`src/rtl/fifo_wr_ctrl.sv`:
```
// fifo_wr_ctrl: write-side pointer, full and overflow control of the async FIFO.
// Define FIFO_WR_LEVEL_EN to build the wlevel/almost_full occupancy logic.
module fifo_wr_ctrl #(
  parameter int ASIZE     = 4,
  parameter int AF_THRESH = 12
) (
  input  logic             clk,
  input  logic             rst_n,
  input  logic             wr_valid,
  output logic             wr_ready,
  input  logic [ASIZE:0]   rptr_sync,
  input  logic             clr_ovf,
  output logic             wen,
  output logic [ASIZE-1:0] waddr,
  output logic [ASIZE:0]   wptr,
  output logic             full,
  output logic             almost_full,
  output logic [ASIZE:0]   wlevel,
  output logic             overflow
);

  if (ASIZE < 2 || AF_THRESH < 1 || AF_THRESH > (1 << ASIZE)) begin : g_chk
    $error("fifo_wr_ctrl: bad ASIZE/AF_THRESH");
  end

  logic [ASIZE:0] r_wbin;
  logic [ASIZE:0] r_wptr;
  logic           r_full;
  logic           r_ovf;
  logic           w_wen;
  logic           w_full_nxt;
  logic [ASIZE:0] w_wbin_nxt;
  logic [ASIZE:0] w_wgray_nxt;
  logic [ASIZE:0] w_rptr_full;

  assign w_wen       = wr_valid & ~r_full;
  assign w_wbin_nxt  = r_wbin + {{ASIZE{1'b0}}, w_wen};
  assign w_wgray_nxt = (w_wbin_nxt >> 1) ^ w_wbin_nxt;
  // Full when the writer is one lap ahead: top two Gray bits differ.
  assign w_rptr_full = {~rptr_sync[ASIZE:ASIZE-1],
                        rptr_sync[ASIZE-2:0]};
  assign w_full_nxt  = (w_wgray_nxt == w_rptr_full);

  always_ff @(posedge clk or negedge rst_n) begin
    if (!rst_n) begin
      r_wbin <= '0;
      r_wptr <= '0;
      r_full <= 1'b0;
      r_ovf  <= 1'b0;
    end else begin
      r_wbin <= w_wbin_nxt;
      r_wptr <= w_wgray_nxt;
      r_full <= w_full_nxt;
      r_ovf  <= (wr_valid & r_full) | (r_ovf & ~clr_ovf);
    end
  end

`ifdef FIFO_WR_LEVEL_EN
  localparam logic [ASIZE:0] LP_AF = (ASIZE+1)'(AF_THRESH);

  logic [ASIZE:0] w_rbin;
  logic [ASIZE:0] w_lvl_nxt;
  logic [ASIZE:0] r_lvl;
  logic           r_af;

  function automatic logic [ASIZE:0] g2b(input logic [ASIZE:0] g);
    logic [ASIZE:0] b;
    b[ASIZE] = g[ASIZE];
    for (int i = ASIZE - 1; i >= 0; i--) b[i] = b[i+1] ^ g[i];
    return b;
  endfunction

  assign w_rbin    = g2b(rptr_sync);
  assign w_lvl_nxt = w_wbin_nxt - w_rbin;

  always_ff @(posedge clk or negedge rst_n) begin
    if (!rst_n) begin
      r_lvl <= '0;
      r_af  <= 1'b0;
    end else begin
      r_lvl <= w_lvl_nxt;
      r_af  <= (w_lvl_nxt >= LP_AF);
    end
  end

  assign wlevel      = r_lvl;
  assign almost_full = r_af;
`else
  assign wlevel      = '0;
  assign almost_full = r_full;
`endif

  assign wr_ready = ~r_full;
  assign wen      = w_wen;
  assign waddr    = r_wbin[ASIZE-1:0];
  assign wptr     = r_wptr;
  assign full     = r_full;
  assign overflow = r_ovf;

endmodule

```
`config.mk`:
```
export PLATFORM = sky130hd
export DESIGN_NAME = fifo_wr_ctrl
export DESIGN_NICKNAME = d
export VERILOG_FILES = /design/src/rtl/fifo_wr_ctrl.sv
export SDC_FILE = /design/constraint.sdc
export NUM_CORES = 1
export LEC_CHECK = 0
export BUFFER_PORTS_ARGS = -buffer_cell sky130_fd_sc_hd__buf_4
export CORE_AREA = 2 2 39 41
export CTS_CLUSTER_SIZE = 8
export DETAILED_ROUTE_END_ITERATION = 10
export DIE_AREA = 0 0 41 43
export PLACE_DENSITY = 0.89
export SYNTH_ARGS = -nofsm -noshare
export SYNTH_HDL_FRONTEND = slang
export SYNTH_SLANG_ARGS = --single-unit
```
`constraint.sdc`:
```
create_clock -name clk -period 6.05 [get_ports clk]
set_clock_uncertainty 0.15 [all_clocks]
set_input_delay 0.605 -clock clk [delete_from_list [all_inputs] [get_ports clk]]
set_output_delay 0.605 -clock clk [all_outputs]
set_load 0.05 [all_outputs]
```
==> impl_metrics.env <==
export IMPL_yosysUniqueCellTypes=21
export IMPL_grt_antenna_before_repair=0
export IMPL_numPortBuffers=22
export IMPL_dpl_hpwl_microns=862
export IMPL_die_w_microns=41
export IMPL_start_kind="input port"
export IMPL_syn_to_final_growth_pct=30.0
export IMPL_holdWs_ps=4.55
export IMPL_clock_sinks=11
export IMPL_cap_violations=0
export IMPL_clockBufferDepth=2
export IMPL_worstReg2RegStart="almost_full$_DFF_PN0_"
export IMPL_core_sq_mm=0.00138
export IMPL_hold_class="input port to async pin"
export IMPL_cts_made_buffers=3
export IMPL_timing_fmax_mhz=401
export IMPL_synthSimpleGateAreaFrac_pct=13.9
export IMPL_cp_max_fo=4
export IMPL_dr_wl_met2_microns=602
export IMPL_path_buf_inv=1
export IMPL_cp_slowest_stage_delay_ps=380
export IMPL_setup_viol=0
export IMPL_gp_congestion=0.782
export IMPL_top_layer_used="met4"
export IMPL_ant_nets=0
export IMPL_root_buffer="clkbuf_4"
export IMPL_grt_usage_pct=14.1
export IMPL_wl_met3_microns=87
export IMPL_synth_area_mux_share_pct=0
export IMPL_yosysWarnings=0
export IMPL_cts_tree="yes"
export IMPL_ys_ff_latch=11
export IMPL_slowest_stage="ha_1"
export IMPL_dieArea_sq_mm=0.00176
export IMPL_overflow=0
export IMPL_wl_met1_microns=376
export IMPL_required_ps=6070
export IMPL_insertion_delay_ps=260
export IMPL_synth_compound_area_share_pct=5.04
export IMPL_synth_ff_type="dfrtp_1"
export IMPL_synth_top_family_by_area="XOR/XNOR gates"
export IMPL_worst_setup_path_type="input port to register"
export IMPL_layout_cells_non_filler=93
export IMPL_synth_seq_area_share_pct=46.2
export IMPL_arrival_ps=2520
export IMPL_synth_cells=54
export IMPL_r2r_setup_slack_ps=3580
export IMPL_final_common_cell="buf_4"
export IMPL_yosys_area_share_adder_pct=4.20
export IMPL_drive_gt1_share_pct=35.1
export IMPL_rows=14
export IMPL_vias=449
export IMPL_async_flop_share_pct=100
export IMPL_die_height_microns=43
export IMPL_syn_area_sq_um=596
export IMPL_synth_xor_area_share_pct=20.6
export IMPL_rsz0062_at_grt="false"
export IMPL_worstReg2RegEnd="almost_full$_DFF_PN0_"
export IMPL_final_nets=89
export IMPL_worstSetupEndpointType="register"
export IMPL_ioPinCount=28
export IMPL_h_tree_depth=1
export IMPL_initial_utilization_pct=43.0
export IMPL_synth_edff_count=0
export IMPL_fin_tns_setup_ps=0
export IMPL_syn_avg_cell_area_sq_um=11.0
export IMPL_post_route_util_pct=56.0
export IMPL_clk_pin_slew_ps=80
export IMPL_post_route_min_period_ps=2500
export IMPL_cts_resized=0
export IMPL_wl_per_cell_microns=11.7
export IMPL_grt_start_max_net_pins=12
export IMPL_crit_family="simple AND/OR/NAND/NOR gates"
export IMPL_path_cells="buf_4 > nor2b_1 > ha_1 > ha_1 > xnor2_1 > nor3b_1 > nor3_1 > a31o_1 > nor4_2"
export IMPL_n_antenna_cell=0
export IMPL_grt_pass1_wl_mm=1.73
export IMPL_finalCritPeriodShare_pct=41.2
export IMPL_status="finished clean"
export IMPL_dp_cells=89
export IMPL_crit_top_cell="ha_1"
export IMPL_r2r_cells=8
export IMPL_first_pass_iters=4
export IMPL_drt_iter0_markers=4
export IMPL_ctsHoldBuffers=0
export IMPL_grt_pass1_vias=431
export IMPL_vias_per_cell=4.83
export IMPL_drv_slew=0
export IMPL_drc=0
export IMPL_final_cell_mix="22 x buf_4, 11 x dfrtp_1, 9 x xor2_1"
export IMPL_wl_mm=1.09
export IMPL_cts_setup_buffers=0
export IMPL_hold_viol_final=0
==> routing by layer <==
| layer | GRT usage [%] | up-vias |
|---|---|---|
| met1 | 15.8 | 213 |
| met2 | 25.0 | 19 |
| met5 | 0 | - |
| met4 | 4.00 | 0 |
| met3 | 3.14 | 2 |
| li1 | - | 215 |
==> kinds of logic after synthesis <==
| logic type | count (synthesis) |
|---|---|
| xor gates and xnor gates | 14 |
| and+or+nand+nor | 13 |
| DFF | 11 |
| buffers and inverters | 9 |
| AOI/OAI and AO/OA | 4 |
| adders and majority gates | 2 |
| other | 1 |
==> per-stage QoR <==
step | instance area [sq um] | worst slack, ps
3_3_place_gp | 747 | 3370
5_1_grt | 774 | 3320
2_1_floorplan | 611 | 2830
4_1_cts | 774 | 3550
3_5_place_dp | 747 | 3310
6_report | 774 | 3550
==> Yosys cell counts (2+ instances only) <==
| library cell | number | area, sq um |
|---|---|---|
| nor2b_1 | 2 | 12.5 |
| ha_1 | 2 | 25.0 |
| xnor2_1 | 5 | 43.8 |
| inv_1 | 2 | 7.51 |
| buf_4 | 6 | 45.0 |
| nand3_1 | 3 | 15.0 |
| nand2_1 | 2 | 7.51 |
| dfrtp_1 | 11 | 275 |
| xor2_1 | 9 | 78.8 |
==> worst max path at each step <==
stage | start | end | cells past startpoint
after floorplan | almost_full$_DFF_PN0_ | almost_full$_DFF_PN0_ | 8
after global placement | wr_valid | almost_full$_DFF_PN0_ | 9
after detailed placement | wr_valid | almost_full$_DFF_PN0_ | 9
after CTS | wr_valid | almost_full$_DFF_PN0_ | 9
after global routing | almost_full$_DFF_PN0_ | almost_full$_DFF_PN0_ | 8
final | wr_valid | almost_full$_DFF_PN0_ | 9
==> registers in the layout (all words and copies together), names as in the netlist <==
name         cells
almost_full      1
r_wbin           5
wptr             4
overflow         1
==> final cells by class <==
cell class	instances	area (sq um)
Inverter	2	7.51
Tap cell	16	20.0
Multi-Input combinational cell	38	279
Timing Repair Buffer	22	165
Sequential cell	11	275
Fill cell	127	609
Clock inverter	1	5.00
Clock buffer	3	22.5
Power is left out: the tool's default activity adds up to more than one toggle a clock period on the data nets, which glitch-free logic cannot reach.
